==> src/rtl/ahb_pkg.sv <==
// Shared AHB-Lite encodings and the simple master's FSM state type.
package ahb_pkg;

  typedef enum logic [1:0] {
    HTRANS_IDLE   = 2'b00,
    HTRANS_BUSY   = 2'b01,
    HTRANS_NONSEQ = 2'b10,
    HTRANS_SEQ    = 2'b11
  } htrans_e;

  localparam logic [2:0] HSIZE_WORD    = 3'b010;
  localparam logic [2:0] HBURST_SINGLE = 3'b000;

  localparam logic HRESP_OKAY  = 1'b0;
  localparam logic HRESP_ERROR = 1'b1;

  typedef enum logic [1:0] {
    ST_IDLE = 2'b00,
    ST_ADDR = 2'b01,
    ST_DATA = 2'b10
  } state_e;

endpackage

==> src/rtl/ahb_simple_master.sv <==
// Single-transfer AHB-Lite master: one local command becomes one SINGLE word
// transfer, with a one-cycle response pulse and a saturating error counter.
module ahb_simple_master
  import ahb_pkg::*;
#(
  parameter int ADDR_WIDTH = 32,
  parameter int DATA_WIDTH = 32
) (
  input  logic                  HCLK,
  input  logic                  HRESET,
  input  logic                  CmdValid,
  output logic                  CmdReady,
  input  logic                  CmdWrite,
  input  logic [ADDR_WIDTH-1:0] CmdAddr,
  input  logic [DATA_WIDTH-1:0] CmdWData,
  output logic                  RspValid,
  output logic [DATA_WIDTH-1:0] RspRData,
  output logic                  RspError,
  output logic [7:0]            ErrCount,
  output logic [ADDR_WIDTH-1:0] HADDR,
  output logic [1:0]            HTRANS,
  output logic                  HWRITE,
  output logic [2:0]            HSIZE,
  output logic [2:0]            HBURST,
  output logic [DATA_WIDTH-1:0] HWDATA,
  input  logic                  HREADY,
  input  logic                  HRESP,
  input  logic [DATA_WIDTH-1:0] HRDATA
);

  state_e                  state_q;
  htrans_e                 htrans_q;
  logic                    ready_q;
  logic [ADDR_WIDTH-1:0]   haddr_q;
  logic                    hwrite_q;
  logic [DATA_WIDTH-1:0]   hwdata_q;
  logic [DATA_WIDTH-1:0]   wdata_q;
  logic                    rsp_valid_q;
  logic                    rsp_err_q;
  logic [DATA_WIDTH-1:0]   rsp_rdata_q;
  logic [7:0]              err_cnt_q;
  logic [7:0]              err_cnt_d;

  always_comb begin
    err_cnt_d = (err_cnt_q == '1) ? err_cnt_q : err_cnt_q + 8'd1;
  end

  // The first beat of a two-cycle ERROR has HREADY=0, so it is simply a DATA wait state.
  always_ff @(posedge HCLK or posedge HRESET) begin
    if (HRESET) begin
      state_q     <= ST_IDLE;
      htrans_q    <= HTRANS_IDLE;
      ready_q     <= 1'b1;
      haddr_q     <= '0;
      hwrite_q    <= 1'b0;
      hwdata_q    <= '0;
      wdata_q     <= '0;
      rsp_valid_q <= 1'b0;
      rsp_err_q   <= 1'b0;
      rsp_rdata_q <= '0;
      err_cnt_q   <= '0;
    end else begin
      rsp_valid_q <= 1'b0;
      case (state_q)
        ST_IDLE: begin
          if (CmdValid) begin
            state_q  <= ST_ADDR;
            ready_q  <= 1'b0;
            htrans_q <= HTRANS_NONSEQ;
            haddr_q  <= CmdAddr;
            hwrite_q <= CmdWrite;
            wdata_q  <= CmdWData;
          end
        end
        ST_ADDR: begin
          if (HREADY) begin
            state_q  <= ST_DATA;
            htrans_q <= HTRANS_IDLE;
            hwdata_q <= wdata_q;
          end
        end
        ST_DATA: begin
          if (HREADY) begin
            state_q     <= ST_IDLE;
            ready_q     <= 1'b1;
            rsp_valid_q <= 1'b1;
            rsp_err_q   <= HRESP;
            if (!hwrite_q) rsp_rdata_q <= HRDATA;
            if (HRESP == HRESP_ERROR) err_cnt_q <= err_cnt_d;
          end
        end
        default: begin
          state_q  <= ST_IDLE;
          ready_q  <= 1'b1;
          htrans_q <= HTRANS_IDLE;
        end
      endcase
    end
  end

  assign CmdReady = ready_q;
  assign RspValid = rsp_valid_q;
  assign RspRData = rsp_rdata_q;
  assign RspError = rsp_err_q;
  assign ErrCount = err_cnt_q;
  assign HADDR    = haddr_q;
  assign HTRANS   = htrans_q;
  assign HWRITE   = hwrite_q;
  assign HSIZE    = HSIZE_WORD;
  assign HBURST   = HBURST_SINGLE;
  assign HWDATA   = hwdata_q;

endmodule

==> config.mk <==
export PLATFORM = sky130hd
export DESIGN_NAME = ahb_simple_master
export DESIGN_NICKNAME = d
export VERILOG_FILES = /design/src/rtl/ahb_pkg.sv /design/src/rtl/ahb_simple_master.sv
export SDC_FILE = /design/constraint.sdc
export NUM_CORES = 1
export LEC_CHECK = 0
export CAP_MARGIN = 15
export CORE_MARGIN = 10
export CORE_UTILIZATION = 45
export DETAILED_ROUTE_END_ITERATION = 8
export HOLD_SLACK_MARGIN = 0.05
export PLACE_DENSITY = 0.81
export RECOVER_POWER = 25
export SYNTH_ARGS = -nofsm -noshare
export SYNTH_HDL_FRONTEND = slang
export SYNTH_SLANG_ARGS = --single-unit
==> constraint.sdc <==
create_clock -name HCLK -period 12.5 [get_ports HCLK]
set_input_delay 2.5 -clock HCLK [delete_from_list [all_inputs] [get_ports HCLK]]
set_output_delay 2.5 -clock HCLK [all_outputs]
set_load 0.03 [all_outputs]
* Word level (Yosys, flattened, before mapping)
Index checks and enable logic that the tools add are counted.
** Cells by class
- $add $sub $neg :: 1
- Equality and inequality tests :: 6
- Muxes and demuxes :: 11
- Bitwise logic cells :: 4
- Reduce and logical (&&, ||, !) cells :: 9
** Operators by type and width (number)
- 2-bit one-hot mux with 3 select lines :: 2
- 3-bit AND reduction :: 4
- 8-bit by 1-bit adder with 8-bit output (second input constant) :: 1
- 8-bit == test (second input constant) :: 1
- 2-bit two-way mux :: 4
- 2-bit inequality test (second input constant) :: 3
- 2-bit AND reduction :: 3
- 1-bit two-way mux :: 4
- 1-bit NOT :: 4
- 4-bit AND reduction :: 1
- 1-bit one-hot mux with 3 select lines :: 1
- 2-bit by 1-bit == test with 1-bit output (second input constant) :: 1
- 2-bit == test (second input constant) :: 1
- 2-bit logical NOT :: 1
** Storage, ports and cells
- Bits in registers :: 144
- Bits of input ports :: 102
- Output and inout port bits :: 116
- Word-level logic and storage cells :: 42

* Logic depth before layout (Yosys ltp)
Gate-level depths: netlist (run 1).
- Depth after elaboration :: 3
- Mapped depth :: 6
- Depth with buffers taken out :: 4

* Worst setup path after synthesis (run 1)
OpenSTA, ideal clock, no wires.
- Path kind :: in2reg
- From :: input port HREADY
- To :: register err_cnt_q[7], in the netlist ErrCount[7]
- Library setup time :: 0.125 ns
- Arrival :: 3.390 ns
- Data required time :: 12.375 ns
- Setup slack :: 8.985 ns
- Stages on the path :: 4
- Buffers on the path :: 1
- Path through :: buf_4 nand4b_4 nor4_1 mux2_2
** On the way
- Cells in the longest elaborated chain, start to end :: 1
** RTL lines
- from (decl) :: RTL line ahb_simple_master.sv:26 : input logic HREADY,
- 4-bit AND reduction (no source line)
- to (signal assigned) :: RTL line ahb_simple_master.sv:89 : if (HRESP == HRESP_ERROR) err_cnt_q <= err_cnt_d;
- to (decl) :: RTL line ahb_simple_master.sv:41 : logic [7:0] err_cnt_q;
Every way passes these cells.
A chain may end at the register's enable or synchronous reset.

==> impl_metrics.ini, run 1 <==
[drt]
drcViolationCount = 0
final_antenna_net_count = 0
via_per_inst = 4.79
drtIter0Drc = 161
wl_per_cell_um = 19.6
vias = 3573
drt-total-wl_um = 14600
dr.pass1.iters = 4

[synth]
async_reset_ff_share_pct = 100
ys_seq_elements = 143
synth_edf_count = 0
synthCells = 348
avgSynthCellArea_um2 = 16.8
yosysWarnings = 0
seq_area_frac_synth_pct = 61.2
ys_types = 34
ys.flop_type = dfrtp_1
synth_area_mm2 = 0.00585

[clock_network]
cts_tree = yes
clkLatencyLatePin_ps = 410
cts.clk_slew.worst_paths_ps = 60
cts-root-buf = clkbuf_16
cts.sink_count = 143
cts_resized = 0
cts_hold_buffers = 0
htree_levels = 4
cts_made_buffers = 17
post_cts_buffers = 0
cts.path.max_buffers = 2

[place]
dpl_cell_area_mm2 = 0.00796
portBuffers = 210
place_hpwl_um = 10700
place.gp.congestion = 0.756
dp_cells = 713

[floorplanning]
die_w_um = 134
die-area_mm2 = 0.0180
rows = 41
start_util_pct = 46.2
die_y_um = 134
core_mm2 = 0.0127
floorplan.io_pins = 218

[sta]
slew_headroom_pct = -157
fmax_mhz = 176
hold_viol_final = 0
post-route-period-util_pct = 45.4
tns_ps = 0
min_period_ps = 5670
rsz0062_at_grt = false
finalSetupViolations = 0
hold_ws_ps = 481
tightest_slew_ps = 3830
slew_viol_final = 90
skew_ps = 6.20

[critical_path]
r2r_start = state_q[0]
max_stage_delay_ps = 2120
worst_setup_path_start_kind = input pin
r2r-end = HADDR[26]
crit_family = buffers and inverters
end_kind = async pin
crit_fanout = 89
crit_type = input pin to async pin
crit_chain = dlygate4sd3_1 > clkinvlp_2 > buf_4
r2r_cells = 5
crit_start = HRESET
crit_required_ps = 12970
ff2ff_setup_slack_ps = 9580
crit_arrival_ps = 6140
cpMaxStageDelayCell = clkinvlp_2
critPathBufInv = 3

[min_path]
hp-class = flip-flop to flip-flop
hold_end = RspError
hold_start = RspError
holdPathStages = 2

[cells_and_area]
fin_cells = 746
post_route_cells_drive_above_1_share_pct = 29.8
n_antenna_cell = 0
finalInstanceArea_mm2 = 0.00864
final_cell_mix = clkdlybuf4s50_1, dfrtp_1, mux2_2, mux2_4, clkbuf_16
layout.nets = 664
areaGrowthSynthToFinish_pct = 47.6
final_common_cell = clkdlybuf4s50_1

[job]
drv_cap = 1

[grt]
grt_max_degree = 90
antenna_found_initial = 0
grt_pass1_wl_um = 23100
grt_remaining_overflow = 0
grt_usage_pct = 16.6
grt_pass1_vias = 4011

[power_and_ir_drop]
p_comb_share_pct = 45.0
leakage_nw = 3.76
switchingPower_w = 0.000904
pwr-share-seq_pct = 32.2
clkPwrFrac_pct = 22.9
p_int_w = 0.00166
power_density_mw_per_mm2 = 297
peakVddDrop_uv = 191
power.share.switching_pct = 35.2

[run_status]
violations = max-capacitance violations, max-slew violations
status = complete, but fails checks
## Yosys cell counts, types with 2 or more instances
library cell | n | area, um^2
nor2_1 | 3 | 11.3
nor2_4 | 2 | 22.5
a21oi_1 | 3 | 15.0
buf_2 | 4 | 20.0
conb_1 | 2 | 7.51
nand4_1 | 4 | 25.0
mux2_2 | 80 | 901
buf_4 | 12 | 90.1
buf_12 | 5 | 100
buf_6 | 3 | 33.8
nand2_1 | 8 | 30.0
nand3b_4 | 2 | 40.0
mux2_4 | 50 | 751
dfrtp_1 | 142 | 3550
inv_1 | 5 | 18.8
nand2b_1 | 2 | 12.5
mux2_1 | 4 | 45.0
## logic make-up (layout without fill, tap and decap cells)
group | after synthesis | count (layout) | synth area share (%)
flip-flops | 143 | 143 | 61.2
multiplexers | 134 | 134 | 29.0
AND/OR/NAND/NOR | 29 | 29 | 3.76
buffers and inverters | 29 | 250 | 4.49
AO/OA/AOI/OAI | 8 | 8 | 0.920
other | 2 | 7 | 0.128
XOR/XNOR | 2 | 2 | 0.299
adder cells (fa/ha/maj) | 1 | 1 | 0.214
## metrics by stage
| stage | worst slack, ps | utilization [%] | total power [W] |
|---|---|---|---|
| final | 6830 | 68.2 | 0.00257 |
| after global routing | 6210 | 68.2 | 0.00269 |
| after CTS | 7700 | 68.3 | 0.00260 |
| after detailed placement | 7260 | 62.8 | 0.00200 |
| after global placement | 7300 | 62.8 | 0.00197 |
| after floorplan | 6160 | - | 0.00156 |
## worst max-delay path by stage
stage	end	slack, ps	depth (start not counted)
6_report	wdata_q[29]	6830	3
5_1_grt	wdata_q[29]	6210	3
4_1_cts	HADDR[28]	7700	5
3_5_place_dp	HADDR[28]	7260	5
3_3_place_gp	HADDR[26]	7300	5
2_1_floorplan	ErrCount[0]	6160	1
## layer usage
layer  GRT usage [%]  routed length (um)  vias up
li1                -                   -     1627
met1            19.0                5860     1781
met2            27.4                7340      146
met3            6.46                1170       19
met4            6.29                 258        0
met5               0                   0        -
## worst register-to-register path, cell delays in order (launching register included)
cell,delay (ps)
dfrtp_1,490
nand2b_2,260
nor2_1,830
buf_12,310
buf_4,510
mux2_2,420
## state kept, by name, indices dropped and copies added (netlist names)
signal and flops:
HADDR 32, HWDATA 32, RspRData 32, wdata_q 32, ErrCount 8, state_q 2
CmdReady 1, HTRANS 1, HWRITE 1, RspError 1, RspValid 1
## power groups by stage
stage          Combinational, W  Sequential, W  Clock, W
4_1_cts                 0.00118       0.000829  0.000596
3_5_place_dp            0.00117       0.000830         0
3_3_place_gp            0.00115       0.000818         0
5_1_grt                 0.00122       0.000856  0.000621
6_report                0.00116       0.000826  0.000587
2_1_floorplan          0.000422        0.00114         0
## cell type report
type,instances,area (um^2)
Fill cell,890,4030
Sequential cell,143,3580
Timing Repair Buffer,213,2140
Multi-Input combinational cell,181,1990
Clock buffer,17,425
Clock inverter,15,267
Tap cell,172,215
Inverter,5,20.0
(Power assumes the default switching activity.)
==> inputs of run 2 (changes only) <==
- CORE_UTILIZATION: 45 -> 40
- PLACE_DENSITY: 0.81 -> 0.76
- clock period: 12.5 -> 5.2 ns (I/O delays scaled with it)
==> impl_metrics.ini, run 2 (synthesis results as in run 1) <==
[run_status]
status = complete, but fails checks
violations = max-capacitance violations, max-slew violations

[power_and_ir_drop]
total_power_w = 0.00614
peakVddDrop_uv = 332
leakage_nw = 3.76
power_density_mw_per_mm2 = 711

[floorplanning]
core_mm2 = 0.0144
die_w_um = 141
start_util_pct = 40.6
rows = 44
floorplan.io_pins = 218
die_y_um = 141
die-area_mm2 = 0.0199

[place]
place.gp.congestion = 0.792
portBuffers = 210
place_hpwl_um = 10700
dp_slack_ps = 2000

[critical_path]
crit_type = input pin to flip-flop
crit_arrival_ps = 3700
worst_setup_path_start_kind = input pin
crit_fanout = 33
end_kind = flip-flop
crit_required_ps = 5490

[cells_and_area]
final_cell_mix = clkdlybuf4s50_1, dfrtp_1, mux2_2, mux2_4, clkbuf_16
final_common_cell = clkdlybuf4s50_1
final_util_pct = 59.9
post_route_cells_drive_above_1_share_pct = 29.4
n_antenna_cell = 0
areaGrowthSynthToFinish_pct = 47.6
layout.nets = 665

[drt]
dr.pass1.iters = 4
drt-total-wl_um = 14400
wl_per_cell_um = 18.9
via_per_inst = 4.76
drtIter0Drc = 114
vias = 3614
drcViolationCount = 0
final_antenna_net_count = 0

[grt]
grt_usage_pct = 14.4
grt_remaining_overflow = 0
grt_pass1_vias = 4112
grt_pass1_wl_um = 22800
grt_max_degree = 93
antenna_found_initial = 0

[sta]
slew_headroom_pct = -16.1
slew_viol_final = 34
tightest_slew_ps = 1740
hold_viol_final = 0
postLayoutSetupSlackWorst_ps = 1780
min_period_ps = 3420
rsz0062_at_grt = false
finalSetupViolations = 0
post-route-period-util_pct = 65.7
tns_ps = 0
hold_ws_ps = 477
fmax_mhz = 293
skew_ps = 6.42

[clock_network]
clkLatencyLatePin_ps = 410
cts_hold_buffers = 0
cts.path.max_buffers = 2
htree_levels = 4
cts_tree = yes
cts.sink_count = 143
cts_resized = 0
post_cts_buffers = 0
cts.clk_slew.worst_paths_ps = 60
cts-root-buf = clkbuf_16
cts_made_buffers = 17

[job]
drv_cap = 1

[min_path]
hp-class = flip-flop to flip-flop
run 2: critical path: stages:
cell,delay (ps)
dlygate4sd3_1,700
nand3b_1,1190
mux2_2,740
run 2: area by class of cell:
cell class / count / area (um^2)
repair buffers: 214 / 2130
clock inverters: 10 / 208
well taps: 184 / 230
inverters: 5 / 23.8
multi-input cells: 181 / 2000
flip-flops and latches: 143 / 3580
clock buffers: 22 / 464
fillers: 1099 / 5790
run 2: power by group:
part / internal (W) / switching [W] / total (W)
Clock: 0.000926 / 0.000450 / 0.00138
Sequential: 0.00166 / 0.000318 / 0.00198
Combinational: 0.00140 / 0.00138 / 0.00278
Total: 0.00399 / 0.00215 / 0.00614
run 2: final timing paths:
check                      slack [ps]  cells after the start         end  startpoint
max                              1780                      3  HWDATA[20]      HREADY
min                               480                      2    RspError    RspError
max reg2reg                      2500                      2  HWDATA[20]  state_q[1]
min reg2reg                       480                      2    RspError    RspError
max in group asynchronous        2980                      3    CmdReady      HRESET
min in group asynchronous        1290                      2  HWDATA[13]      HRESET
run 2: stage by stage:
step,cell area (um^2),instances
final,8640,759
after global placement,7990,727
after global routing,8640,759
after floorplan,5870,353
after CTS,8660,759
after detailed placement,7990,727
run 2: metal layers:
metal  vias up  share of wire [%]  track usage, %
met5         -                  0               0
met3        18                9.4            6.85
met2       162                 47            23.0
li1       1643                  -               -
met4         0                1.7            5.16
met1      1791                 42            16.6
